**src/rtl/dmem_access_unit.sv**
```systemverilog
// dmem_access_unit: bridges the single-cycle CPU's data-memory port to a
// handshaked, word-aligned multi-cycle data memory with byte enables.
// Handles lane steering, sign/zero extension, alignment checks and stalls
// the CPU until each access completes.
// Optional build macro: DMEM_TIMEOUT_EN (abort an access after TIMEOUT
// cycles without mem_ack, reporting cpu_err).
module dmem_access_unit #(
  parameter int TIMEOUT = 64
) (
  input  logic        clk,
  input  logic        reset,
  input  logic        cpu_req,
  input  logic        cpu_we,
  input  logic [1:0]  cpu_size,
  input  logic        cpu_unsigned,
  input  logic [31:0] cpu_addr,
  input  logic [31:0] cpu_wdata,
  output logic [31:0] cpu_rdata,
  output logic        cpu_stall,
  output logic        cpu_done,
  output logic        cpu_err,
  output logic        mem_req,
  output logic        mem_we,
  output logic [3:0]  mem_be,
  output logic [31:0] mem_addr,
  output logic [31:0] mem_wdata,
  input  logic [31:0] mem_rdata,
  input  logic        mem_ack
);

  typedef enum logic [1:0] {IDLE, ACCESS, RESP} state_t;

  state_t      state, state_nxt;

  // Request attributes needed after the request edge to shape the load result.
  logic [1:0]  lat_size;
  logic        lat_uns;
  logic [1:0]  lat_off;

  logic        illegal;
  logic [3:0]  be_nxt;
  logic [31:0] wdata_nxt;
  logic [31:0] ld_ext;
  logic        ack_hit;
  logic        tmo;

  // mem_ack only counts while a request is actually outstanding.
  assign ack_hit = mem_req & mem_ack;

`ifdef DMEM_TIMEOUT_EN
  logic [7:0] wait_cnt;

  // Counts ACCESS cycles without an ack; sits at zero outside ACCESS so it
  // is clear on every entry.
  always_ff @(posedge clk) begin
    if (reset || state != ACCESS) wait_cnt <= 8'd0;
    else if (!mem_ack)            wait_cnt <= wait_cnt + 8'd1;
  end

  assign tmo = (state == ACCESS) && !mem_ack && (wait_cnt == 8'(TIMEOUT - 1));
`else
  // No abort path in this build; ACCESS waits for the ack indefinitely.
  assign tmo = 1'b0 && (TIMEOUT != 0);
`endif

  // Stall while a request waits to be accepted and while memory is busy.
  assign cpu_stall = ((state == IDLE) && cpu_req) || (state == ACCESS);

  // Legality check, byte enables and lane-replicated store data.
  always_comb begin
    illegal   = 1'b0;
    be_nxt    = 4'b1111;
    wdata_nxt = cpu_wdata;
    case (cpu_size)
      2'b00: begin
        be_nxt    = 4'b0001 << cpu_addr[1:0];
        wdata_nxt = {4{cpu_wdata[7:0]}};
      end
      2'b01: begin
        illegal   = cpu_addr[0];
        be_nxt    = cpu_addr[1] ? 4'b1100 : 4'b0011;
        wdata_nxt = {2{cpu_wdata[15:0]}};
      end
      2'b10: begin
        illegal   = (cpu_addr[1:0] != 2'b00);
      end
      default: begin
        illegal   = 1'b1;
      end
    endcase
  end

  // Load lane selection and extension from the latched offset/size.
  always_comb begin
    logic [7:0]  ld_b;
    logic [15:0] ld_h;
    ld_b   = mem_rdata[{lat_off, 3'b000} +: 8];
    ld_h   = lat_off[1] ? mem_rdata[31:16] : mem_rdata[15:0];
    ld_ext = mem_rdata;
    case (lat_size)
      2'b00:   ld_ext = {{24{~lat_uns & ld_b[7]}}, ld_b};
      2'b01:   ld_ext = {{16{~lat_uns & ld_h[15]}}, ld_h};
      default: ld_ext = mem_rdata;
    endcase
  end

  // State register.
  always_ff @(posedge clk) begin
    if (reset) state <= IDLE;
    else       state <= state_nxt;
  end

  // Next-state logic; RESP always lasts exactly one cycle.
  always_comb begin
    state_nxt = state;
    case (state)
      IDLE:    if (cpu_req) state_nxt = illegal ? RESP : ACCESS;
      ACCESS:  if (ack_hit || tmo) state_nxt = RESP;
      RESP:    state_nxt = IDLE;
      default: state_nxt = IDLE;
    endcase
  end

  // Registered CPU/memory outputs; done/err are one-cycle pulses aligned
  // with RESP, everything else holds until explicitly changed.
  always_ff @(posedge clk) begin
    if (reset) begin
      cpu_rdata <= 32'd0;
      cpu_done  <= 1'b0;
      cpu_err   <= 1'b0;
      mem_req   <= 1'b0;
      mem_we    <= 1'b0;
      mem_be    <= 4'd0;
      mem_addr  <= 32'd0;
      mem_wdata <= 32'd0;
      lat_size  <= 2'd0;
      lat_uns   <= 1'b0;
      lat_off   <= 2'd0;
    end else begin
      cpu_done <= (state_nxt == RESP);
      cpu_err  <= 1'b0;
      case (state)
        IDLE: begin
          if (cpu_req) begin
            if (illegal) begin
              cpu_err   <= 1'b1;
              cpu_rdata <= 32'd0;
            end else begin
              lat_size  <= cpu_size;
              lat_uns   <= cpu_unsigned;
              lat_off   <= cpu_addr[1:0];
              mem_req   <= 1'b1;
              mem_we    <= cpu_we;
              mem_be    <= be_nxt;
              mem_addr  <= {cpu_addr[31:2], 2'b00};
              mem_wdata <= wdata_nxt;
            end
          end
        end
        ACCESS: begin
          if (ack_hit) begin
            mem_req <= 1'b0;
            mem_be  <= 4'd0;
            if (!mem_we) cpu_rdata <= ld_ext;
          end else if (tmo) begin
            mem_req <= 1'b0;
            mem_be  <= 4'd0;
            cpu_err <= 1'b1;
          end
        end
        default: ;
      endcase
    end
  end

endmodule

```
**config.mk**
```make
export PLATFORM = sky130hd
export DESIGN_NAME = dmem_access_unit
export DESIGN_NICKNAME = d
export VERILOG_FILES = /design/src/rtl/dmem_access_unit.sv
export SDC_FILE = /design/constraint.sdc
export NUM_CORES = 1
export LEC_CHECK = 0
export BUFFER_PORTS_ARGS = -buffer_cell sky130_fd_sc_hd__buf_2
export CAP_MARGIN = 15
export CORE_ASPECT_RATIO = 1.75
export CORE_MARGIN = 2
export CORE_UTILIZATION = 25
export CTS_CLUSTER_DIAMETER = 40
export DETAILED_ROUTE_END_ITERATION = 10
export GPL_TIMING_DRIVEN = 0
export HOLD_SLACK_MARGIN = 0.12
export PLACE_DENSITY = 0.47
export SYNTH_ARGS = -nofsm -noshare
export SYNTH_HDL_FRONTEND = slang
export SYNTH_SLANG_ARGS = --single-unit
export TNS_END_PERCENT = 30
```
**constraint.sdc**
```tcl
create_clock -name clk -period 5 [get_ports clk]
set_input_delay 1 -clock clk [delete_from_list [all_inputs] [get_ports clk]]
set_output_delay 1 -clock clk [all_outputs]
set_load 0.005 [all_outputs]
```
* Word-level counts from Yosys, hierarchy flattened
Cells that the tools add are included.
Word-level totals: bits of input ports 104, output and inout bits 105, register bits 109
Cells by class: bitwise gates (word level) 7, equal/unequal tests 10, shifts and indexed selects 2, multiplexer cells 24, reductions and logical operators 11
Operator list (number):
- one-hot mux 32 bit (2 select lines) | 3
- 2-to-1 mux 32 bit | 4
- indexed part select 32 x 6 -> 8 bit | 1
- 2-to-1 mux 16 bit | 1
- 2-to-1 mux 4 bit | 4
- one-hot mux 4 bit (2 select lines) | 2
- inequality test 2 bit (second input constant) | 5
- equality test 2 x 1 -> 1 bit (second input constant) | 3
- zero test 2 bit | 3
- 2-to-1 mux 2 bit | 3
- AND reduction 5 bit | 1
- equality test 2 bit (second input constant) | 2
- 2-to-1 mux 1 bit | 4
- inverter 1 bit | 4
- one-hot mux 2 bit (2 select lines) | 1
- AND reduction 4 bit | 1
- nonzero test 2 bit | 2
- left shift 1 x 2 -> 4 bit (first input constant) | 1
- bitwise AND 1 bit | 3
- one-hot mux 1 bit (3 select lines) | 1
- AND reduction 3 bit | 1
- OR reduction 3 bit | 1
- one-hot mux 1 bit (2 select lines) | 1
- logical AND 1 bit | 1
- logical OR 1 bit | 1

* Logic depth before layout (Yosys ltp)
Gate-level depths: netlist (run 1).
depth in word-level cells 6, gate-level depth with buffers 6, mapped depth without buffers 4

* Worst setup path before layout (run 1)
Ideal clock, no wire load.
path kind input -> register, from input port mem_ack, to register cpu_rdata[22], stages on the path 6, path buffers 2, arrival time 2.331 ns, required time 4.941 ns, slack 2.610 ns, path through nand2_1 or4_1 buf_2 a2111oi_4 buf_6 a221o_1
On the way: cells in the longest elaborated chain, start to end 3
Ends and longest elaborated chain:
- start: declaration | RTL line 28 | input logic mem_ack
- bitwise AND 1 bit | RTL line 48 | assign ack_hit = mem_req & mem_ack;
- inequality test 2 bit (no source line)
- AND reduction 5 bit (no source line)
- end signal: assignment | RTL line 164 | if (!mem_we) cpu_rdata <= ld_ext;
- end: declaration | RTL line 18 | output logic [31:0] cpu_rdata,
Every way passes these cells. A chain may end at the register's enable or synchronous reset.

* Worst setup path after layout (run 1)
from input port mem_rdata[23], to register cpu_rdata[8]
On the way: cells in the longest elaborated chain, start to end 6
Ends and longest elaborated chain:
- start: declaration | RTL line 27 | input logic [31:0] mem_rdata,
- indexed part select 32 x 6 -> 8 bit | RTL line 97 | ld_b = mem_rdata[{lat_off, 3'b000} +: 8];
- bitwise AND 1 bit | RTL line 101 | 2'b00: ld_ext = {{24{~lat_uns & ld_b[7]}}, ld_b};
- one-hot mux 32 bit (2 select lines) | RTL line 100 | case (lat_size)
- 2-to-1 mux 32 bit | RTL line 164
- 2-to-1 mux 32 bit | RTL line 161 | if (ack_hit) begin
- one-hot mux 32 bit (2 select lines) | RTL line 142 | case (state)
Every way passes these cells. The select of a mux whose other input is x is not followed.

==> results by group, run 1 <==
Worst setup path
  – Crit path DAT: 2750 ps
  – Worst R2R End: cpu_rdata[8]
  – Worst r2r path cells: 5
  – CP Class: in -> reg
  – Crit path top cell by count: a221oi_1
  – CP Cell Sequence: buf_2 > mux2_2 > a221oi_1 > a221oi_1 > a21o_1
  – Critical path launch point type: primary input
  – Slowest cell on the critical path: a221oi_1
  – Crit Path Max Fanout: 6
  – Max incr delay on CP: 840 ps
  – FF-to-FF Start: lat_size[0]
  – Worst Path Buf+Inv: 1
  – Critical path endpoint category: register
  – CP required: 5250 ps
  – CP top delay family: compound AO/OA/AOI/OAI gates
  – FF-to-FF setup slack: 2730 ps

Placed design
  – I/O Buffers: 206
  – Placed Cells: 997
  – Placer Congestion: 0.8402
  – Detailed placer's ending HPWL: 14,030 µm
  – Post-place setup slack: 2057 ps

Synthesis
  – Warnings from Yosys: 0
  – Synth top area share: 46.56%
  – Sequential fraction of the synthesis area: 46.56%
  – Asr flop ratio synth: 0%
  – Leading area contributor after synthesis: dfxtp_1
  – Synth Cell Area: 4687 µm²
  – Synth Instances: 552
  – Yosys reg bits: 109
  – Top post-synthesis cells by area: dfxtp_1, nand2_1, a21oi_1, mux2i_1, a221o_1
  – Ys flop type: dfxtp_1
  – Yosys cell types: 45
  – Average cell area after synthesis: 8.491 µm²
  – Number of enable flip-flop cells after synthesis: 0

Layout
  – Area of the multi-input gates: 2265 µm²
  – P&R area growth vs syn: 34.17%
  – Layout fillers: 2,046
  – Nets: 874
  – ANT cells: 0
  – Share of layout cells above drive strength 1: 32.56%
  – Most frequent cells in the layout: buf_2, nand2_1, dfxtp_1, a21oi_1, clkbuf_1
  – Sequential cell area: 2182 µm²
  – Commonest non-fill, non-tap cell in the layout: buf_2
  – Non-Filler Instances: 1,012
  – Layout Utilization: 34.00%

GRT
  – Pin count of the biggest net entering global routing: 17
  – First-pass GRT wire length: 25,980 µm
  – Initial antenna violation count: 1
  – Total GRT Usage: 17.23%
  – Vias in the first global route: 4,718
  – Total gr overflow: 0

Power
  – Combinational share of power: 15.6%
  – Leakage: 2.853 nW
  – Internal power: 1.381 mW
  – Flop pwr share: 48.7%
  – Clock Power Share: 35.6%
  – Max VDD drop: 0.0001374 V
  – P per Cell Area: 303.3 nW/µm²
  – Psw: 0.5268 mW
  – Net Sw Frac: 27.62%

CTS
  – Post-CTS setup buffer count: 0
  – Hold Buf Count CTS: 0
  – TritonCTS buffer count: 9
  – CTS resizes: 0
  – Worst-Skew Late Latency: 350 ps
  – H-tree Lvls: 3
  – CTS tree: built
  – Worst-path clk slew: 70 ps
  – Root Driver: clkbuf_16
  – Clock sink total: 109
  – Clock Tree Buf Depth: 2

STA
  – Slew headroom: 34.99%
  – Worst setup margin: 2492 ps
  – Max Slew Vio Count: 0
  – Hold WS: 446.5 ps
  – Final Hold Viols: 0
  – Unrepaired setup endpoints after global routing: no
  – Worst-margin pin slew: 975.1 ps
  – Final min period: 2508 ps
  – Setup TNS: 0 ps
  – # setup viols final: 0
  – Skew final: 10.18 ps
  – FMAX: 398.8 MHz
  – Fin crit share: 50.15%

Routing
  – 1st-pass router iterations: 5
  – Vias per cell: 4.718
  – Final ANT Viol Nets: 0
  – Wire per inst: 17.39 µm
  – DR DRC count: 0
  – Initial DRC count: 166
  – Vias: 4,775
  – Post-Route WL: 17,600 µm

Floorplan
  – Core Rows: 66
  – Die Y: 185.1 µm
  – Initial Utilization: 25.34%
  – Die X: 107.5 µm
  – Die ar.: 19,900 µm²
  – Core area: 18,500 µm²
  – IO Pins: 209

Run
  – Maxcap violations: 0

Min path
  – Endpoint, Worst Hold: cpu_rdata[8]
  – Min-Delay Startpoint: cpu_rdata[8]
  – Hold Crit Class: reg -> reg
  – Hold path depth: 1

Status
  – Status: finished, final reports clean
-- power by group through the flow --
stage	Clock, mW	Combinational [mW]	Sequential [mW]
6_report	0.680	0.298	0.930
3_5_place_dp	0	0.304	0.950
3_3_place_gp	0	0.304	0.949
2_1_floorplan	0	0.150	0.952
4_1_cts	0.705	0.304	0.930
5_1_grt	0.738	0.333	0.935
-- synth_stat cells (3+ instances only) --
master / number
or2_2: 3
o21ai_0: 27
dfxtp_1: 109
a21oi_1: 69
mux2i_1: 16
a311oi_1: 8
nor2_1: 21
a21o_1: 6
a221oi_1: 8
or3_1: 8
buf_2: 12
inv_1: 9
mux2_2: 9
buf_1: 3
nand2b_1: 5
nand2_1: 129
o2bb2ai_1: 12
and3b_1: 6
clkbuf_1: 29
a221o_1: 15
a211o_1: 6
nor3_1: 6
a211oi_1: 8
-- kinds of logic (layout without fill, tap and decap cells) --
| logic type | after synthesis | in the layout | share of synthesized area, % |
|---|---|---|---|
| other cells | 1 | 2 | 0.08001 |
| compound gates | 168 | 168 | 24.05 |
| mux | 26 | 26 | 6.060 |
| buf+inv | 57 | 278 | 5.205 |
| flops | 109 | 109 | 46.56 |
| simple gates | 191 | 191 | 18.05 |
-- per-layer routing --
layer  wire length, µm  vias up  global-route usage [%]  part of all wire [%]
met5                13        -                       0                 0.074
met4               435        2                   6.923                   2.5
met3              1058       24                   3.765                   6.0
met2              9756      163                   33.58                    55
met1              6337     2209                   17.20                    36
li1                  -     2377                       -                     -
-- final cells by class --
class                           instances  share of cell area [%]
Tap cell                              238                   4.735
Timing Repair Buffer                  206                   16.39
Sequential cell                       109                   34.70
Buffer                                 47                   3.283
Multi-Input combinational cell        387                   36.01
Clock buffer                           12                   3.920
Inverter                               10                  0.5969
Clock inverter                          3                  0.3581
-- metrics by stage --
stage | cell area, µm² | power [mW]
floorplan | 4691 | 1.101
global placement | 6020 | 1.253
detailed placement | 6020 | 1.253
CTS | 6289 | 1.939
global route | 6289 | 2.006
finish | 6289 | 1.907
-- state kept, by name, summed over array words and instances (netlist names), 2 cells and up --
name       cells
cpu_rdata     32
lat_off        2
lat_size       2
mem_addr      30
mem_be         4
mem_wdata     32
state          2
-- worst max path at each step --
stage | start | endpoint | slack, ps | depth (start not counted)
after floorplan | mem_ack | cpu_rdata[22] | 2610 | 6
after global placement | cpu_addr[0] | lat_off[1] | 2070 | 6
after detailed placement | cpu_addr[0] | lat_off[1] | 2060 | 6
after CTS | cpu_addr[0] | lat_off[1] | 2340 | 6
after global routing | cpu_addr[0] | mem_addr[16] | 2210 | 6
final | mem_rdata[23] | cpu_rdata[8] | 2490 | 5
Note: power is estimated with default switching activity, not from simulation.
==> run 2: changes to the inputs <==
Settings changed: PLACE_DENSITY 0.47 to 0.48.
Clock period 5 ns to 2.3 ns, I/O delays scaled along.
==> run 2 against run 1 <==
Net effect: worst setup slack got worse by 2400 ps; combinational power increased by 120%; sequential power grew 120%; critical endpoint is now cpu_rdata[9]; largest cell class unchanged.
==> results by group, run 2 (same netlist as run 1, synthesis figures left out) <==
CTS
  – Worst-Skew Late Latency: 360 ps (about the same)
  – CTS tree: built
  – TritonCTS buffer count: 9 (unchanged)
  – Post-CTS setup buffer count: 0 (unchanged)
  – Worst-path clk slew: 80 ps (about the same)
  – Root Driver: clkbuf_16
  – H-tree Lvls: 3 (unchanged)
  – Clock Tree Buf Depth: 2 (unchanged)
  – Clock sink total: 109 (unchanged)

STA
  – Fin crit share: 94.71%
  – Final Hold Viols: 0 (unchanged)
  – # setup viols final: 0 (unchanged)
  – Max Slew Vio Count: 0 (unchanged)
  – Skew final: 5.860 ps (-4.323 ps)
  – Slew headroom: 43.36% (+8.4 points)
  – Worst-margin pin slew: 849.6 ps (-125.5 ps)
  – Hold WS: 329.7 ps (-116.8 ps)
  – FMAX: 459.1 MHz
  – Final min period: 2178 ps
  – Setup TNS: 0 ps (unchanged)

Layout
  – P&R area growth vs syn: 34.46%
  – Commonest non-fill, non-tap cell in the layout: buf_2
  – Share of layout cells above drive strength 1: 32.90% (+0.35 points)
  – Layout Utilization: 34.07% (+0.074 points)
  – Nets: 874 (unchanged)
  – Regs by FF count: cpu_rdata x32, mem_wdata x32, mem_addr x30
  – Design Area, Final: 6302 µm² (+0.22%)
  – Most frequent cells in the layout: buf_2, nand2_1, dfxtp_1, a21oi_1, clkbuf_1

Placed design
  – Detailed placer's ending HPWL: 14,230 µm (+1.4%)
  – I/O Buffers: 206 (unchanged)
  – Placer Congestion: 0.8762 (+4.3%)
  – Area after DPL: 6020 µm² (unchanged)

Status
  – Status: finished, final reports clean

GRT
  – Total GRT Usage: 17.43% (+0.20 points)
  – Vias in the first global route: 4,707 (-0.23%)
  – First-pass GRT wire length: 26,230 µm (+0.98%)
  – Total gr overflow: 0 (unchanged)
  – Initial antenna violation count: 1 (unchanged)
  – Pin count of the biggest net entering global routing: 19 (+2)

Routing
  – Vias per cell: 4.640 (-1.7%)
  – DR DRC count: 0 (unchanged)
  – Final ANT Viol Nets: 0 (unchanged)
  – 1st-pass router iterations: 4 (-1)
  – Wire per inst: 17.43 µm (+0.20%)
  – Initial DRC count: 180 (+8.4%)
  – Vias: 4,710 (-1.4%)
  – Post-Route WL: 17,690 µm (+0.49%)

Worst setup path
  – Crit path top cell by count: a221oi_1
  – CP required: 2550 ps (-2700 ps)
  – CP Class: reg -> reg
  – Critical path endpoint category: register
  – Slowest cell on the critical path: a221oi_1
  – Critical path launch point type: register
  – Crit path DAT: 2430 ps (-320 ps)
  – Max incr delay on CP: 750 ps (-90 ps)
  – CP Cell Sequence: clkbuf_1 > nor3b_1 > a221oi_1 > a221oi_1 > a21o_1
  – Crit Path Max Fanout: 10 (+4)

Floorplan
  – IO Pins: 209 (unchanged)
  – Core area: 18,500 µm² (unchanged)
  – Die ar.: 19,900 µm² (unchanged)
  – Core Rows: 66 (unchanged)
  – Die Y: 185.1 µm (unchanged)
  – Die X: 107.5 µm (unchanged)
  – Initial Utilization: 25.34% (unchanged)

Power
  – Max VDD drop: 0.0002798 V (+100%)
  – P per Cell Area: 663.5 nW/µm² (+120%)
  – Power, Total: 4.181 mW (+120%)
  – Leakage: 2.858 nW (+0.18%)

Run
  – Maxcap violations: 0 (unchanged)

Min path
  – Hold Crit Class: in -> reg
## run 2: cell types whose count changed in the layout (fill, tap and decap cells not counted)
cell	previous run	this run
clkinv_4	2	1
a21oi_2	0	1
clkbuf_8	1	0
diode_2	0	2
clkbuf_1	31	30
inv_6	0	3
clkinv_2	1	2
a21oi_1	69	68
## run 2: area by class of cell
class	count	area, µm²
Antenna cell	2	5.005
Tap cell	238	297.8
Fill cell	2079	12200
Inverter	10	37.54
Buffer	47	206.4
Timing Repair Buffer	206	1031
Multi-Input combinational cell	387	2268
Sequential cell	109	2182
Clock buffer	10	229.0
Clock inverter	6	45.04
## run 2: metal layers
metal	vias up	track usage, %	routed length [µm]
met4	0	8.769	577
met2	160	33.28	9714
met5	-	0	0
met1	2141	17.61	6298
met3	23	3.237	1096
li1	2386	-	-
## run 2: worst max-delay path, delay by kind of cell, from the launching register on
kind                   cells  cell delay [ps]
AO/OA/AOI/OAI              3             1260
buffers and inverters      1              350
flip-flops                 1              330
AND/OR/NAND/NOR            1              130
## run 2: stage by stage
stage          setup slack (ps)  cells
2_1_floorplan             449.8    553
3_3_place_gp             -122.2    997
3_5_place_dp             -76.50    997
4_1_cts                   114.2   1013
5_1_grt                  -3.741   1014
6_report                  121.6   1015
## run 2: repair_timing
item                       in CTS  in global routing
setup endpoints to repair       0                  1
hold buffers                    0                  0
gates resized for setup         0                  1
## run 2: path summary, 6_finish.rpt
check	start	to	slack, ps	cells after the start
min reg2reg	cpu_rdata[13]	cpu_rdata[13]	450	1
max	lat_size[0]	cpu_rdata[9]	120	5
max reg2reg	lat_size[0]	cpu_rdata[9]	120	5
min	cpu_addr[20]	mem_addr[20]	330	3
## run 2: report_power, final
| group | internal [mW] | switching (mW) |
|---|---|---|
| Clock | 0.747 | 0.768 |
| Sequential | 1.97 | 0.0465 |
| Combinational | 0.265 | 0.381 |
| Total | 2.99 | 1.20 |
==> run 3: changes to the inputs <==
Settings changed: CORE_ASPECT_RATIO 1.75 to 0.9.
==> run 3 against run 2 <==
Net effect: sequential power hardly changed; final area rose by 0.30%; maximum frequency increased by 2.9%; via count decreased by 0.42%; register-to-register slack better by 60 ps; clock-buffer cell count rose by 1; clock skew grew 2.4 ps; global-route usage down 1.1 points; flip-flop and latch count did not move; sequential share of layout area shrank 0.10 points; final cell count rose by 0.39%; critical path type unchanged; critical endpoint is now cpu_rdata[30]; largest power group unchanged; highest routed layer unchanged.
==> results by group, run 3 (same netlist as run 1, synthesis figures left out) <==
Min path
  – Hold Crit Class: in -> reg
  – Endpoint, Worst Hold: mem_addr[22]
  – Hold path depth: 3 (unchanged)
  – Min-Delay Startpoint: cpu_addr[22]

Power
  – Leakage: 2.869 nW (+0.39%)
  – Max VDD drop: 0.0003264 V (+17%)
  – P per Cell Area: 672.9 nW/µm² (+1.4%)

STA
  – FMAX: 472.4 MHz (+2.9%)
  – Max Slew Vio Count: 0 (unchanged)
  – Skew final: 8.290 ps (+2.430 ps)
  – Unrepaired setup endpoints after global routing: no
  – Fin crit share: 92.04% (-2.7 points)
  – Worst-margin pin slew: 845.6 ps (-3.996 ps)
  – Setup TNS: 0 ps (unchanged)
  – Slew headroom: 43.25% (-0.11 points)
  – Final Hold Viols: 0 (unchanged)
  – # setup viols final: 0 (unchanged)
  – Final min period: 2117 ps (-61.40 ps)
  – Hold WS: 339.1 ps (+9.365 ps)
  – Worst setup margin: 183.0 ps (+61.40 ps)

Floorplan
  – Initial Utilization: 25.46% (+0.13 points)
  – Die ar.: 19,860 µm² (-0.21%)
  – Die Y: 133.9 µm (-28%)
  – Core area: 18,410 µm² (-0.49%)
  – IO Pins: 209 (unchanged)
  – Core Rows: 47 (-29%)
  – Die X: 148.3 µm (+38%)

Worst setup path
  – FF-to-FF Start: mem_req
  – Crit Path Max Fanout: 10 (unchanged)
  – CP required: 2600 ps (+50 ps)
  – Critical path endpoint category: register
  – CP Class: reg -> reg
  – Worst r2r path cells: 6 (+1)
  – Crit path DAT: 2420 ps (about the same)
  – FF-to-FF setup slack: 180 ps (+60 ps)
  – Worst R2R End: cpu_rdata[30]
  – Critical path launch point type: register

Layout
  – P&R area growth vs syn: 34.86%
  – ANT cells: 0 (-2)
  – Design Area, Final: 6321 µm² (+0.30%)
  – Regs by FF count: cpu_rdata x32, mem_wdata x32, mem_addr x30
  – Commonest non-fill, non-tap cell in the layout: buf_2
  – Most frequent cells in the layout: buf_2, nand2_1, dfxtp_1, a21oi_1, clkbuf_1
  – Nets: 874 (unchanged)
  – Layout Utilization: 34.34% (+0.27 points)
  – Share of layout cells above drive strength 1: 32.82% (-0.087 points)

CTS
  – Hold Buf Count CTS: 0 (unchanged)
  – Clock Tree Buf Depth: 2 (unchanged)
  – Clock sink total: 109 (unchanged)
  – Worst-Skew Late Latency: 350 ps (about the same)
  – Worst-path clk slew: 70 ps (about the same)
  – CTS tree: built
  – H-tree Lvls: 3 (unchanged)
  – Root Driver: clkbuf_16
  – TritonCTS buffer count: 9 (unchanged)

GRT
  – Total GRT Usage: 16.36% (-1.1 points)
  – Initial antenna violation count: 0 (-1)
  – Vias in the first global route: 4,526 (-3.8%)
  – First-pass GRT wire length: 25,550 µm (-2.6%)
  – Total gr overflow: 0 (unchanged)
  – Pin count of the biggest net entering global routing: 17 (-2)

Routing
  – DR DRC count: 0 (unchanged)
  – Initial DRC count: 204 (+13%)
  – Vias: 4,690 (-0.42%)
  – Final ANT Viol Nets: 0 (unchanged)
  – Wire per inst: 15.95 µm (-8.5%)
  – Vias per cell: 4.603 (-0.82%)
  – 1st-pass router iterations: 4 (unchanged)
  – Post-Route WL: 16,250 µm (-8.1%)

Placed design
  – Post-place setup slack: -66.58 ps (+9.920 ps)
  – I/O Buffers: 206 (unchanged)
  – Placer Congestion: 0.8170 (-6.8%)
  – Detailed placer's ending HPWL: 12,690 µm (-11%)
  – Area after DPL: 6028 µm² (+0.15%)

Run
  – Maxcap violations: 0 (unchanged)

Status
  – Status: finished, final reports clean
run 3: cell types whose count changed in the layout (fill, tap and decap cells not counted):
cell       change
inv_6          -3
diode_2        -2
a21oi_1        +1
a21oi_2        -1
bufinv_16      +1
clkbuf_1       -1
clkbuf_2       +1
clkbuf_8       +1
run 3: worst max-delay path: stages, from the launching register on:
cell and delay, ps:
dfxtp_1 370, nand2_1 150, or4_1 520, buf_2 200, a2111oi_4 490, buf_6 220
a221o_1 110
run 3: area by class of cell:
type / instances / area, µm²
buffer: 47 / 207.7
clock buffer: 11 / 242.7
clock inverter: 4 / 48.80
fill: 2028 / 12090
inverter: 10 / 37.54
multi-input combinational: 387 / 2265
sequential: 109 / 2182
tap: 245 / 306.5
timing repair buffer: 206 / 1031
run 3: per-stage QoR:
| step | power, mW | instances |
|---|---|---|
| 6_report | 4.254 | 1019 |
| 4_1_cts | 4.313 | 1019 |
| 3_5_place_dp | 2.709 | 1004 |
| 5_1_grt | 4.465 | 1019 |
| 3_3_place_gp | 2.711 | 1004 |
| 2_1_floorplan | 2.394 | 553 |
run 3: routing by layer:
metal	routed length (µm)	up-vias	global-route usage, %
li1	-	2385	-
met1	7841	2155	22.49
met2	7225	138	25.33
met3	950	12	4.558
met4	237	0	4.233
met5	0	-	0
run 3: worst max path at each step:
| stage | startpoint | to | slack [ps] | cells after the start |
|---|---|---|---|---|
| floorplan | mem_ack | cpu_rdata[22] | 450 | 6 |
| global placement | cpu_addr[0] | lat_size[0] | -50 | 6 |
| detailed placement | cpu_addr[0] | lat_off[1] | -70 | 6 |
| CTS | mem_req | cpu_rdata[30] | 190 | 6 |
| global route | mem_req | cpu_rdata[29] | 50 | 6 |
| finish | mem_req | cpu_rdata[30] | 180 | 6 |
run 3: what timing repair did:
action	4_1_cts	5_1_grt
hold endpoints to repair	0	0
resized for setup	0	2
setup endpoints to repair	0	7
buffers inserted	0	0
run 3: power by group:
| group | internal (mW) | total [mW] | switching, mW |
|---|---|---|---|
| clock network | 0.869 | 1.59 | 0.725 |
| logic | 0.265 | 0.640 | 0.375 |
| registers | 1.97 | 2.02 | 0.0464 |
| total | 3.11 | 4.25 | 1.15 |
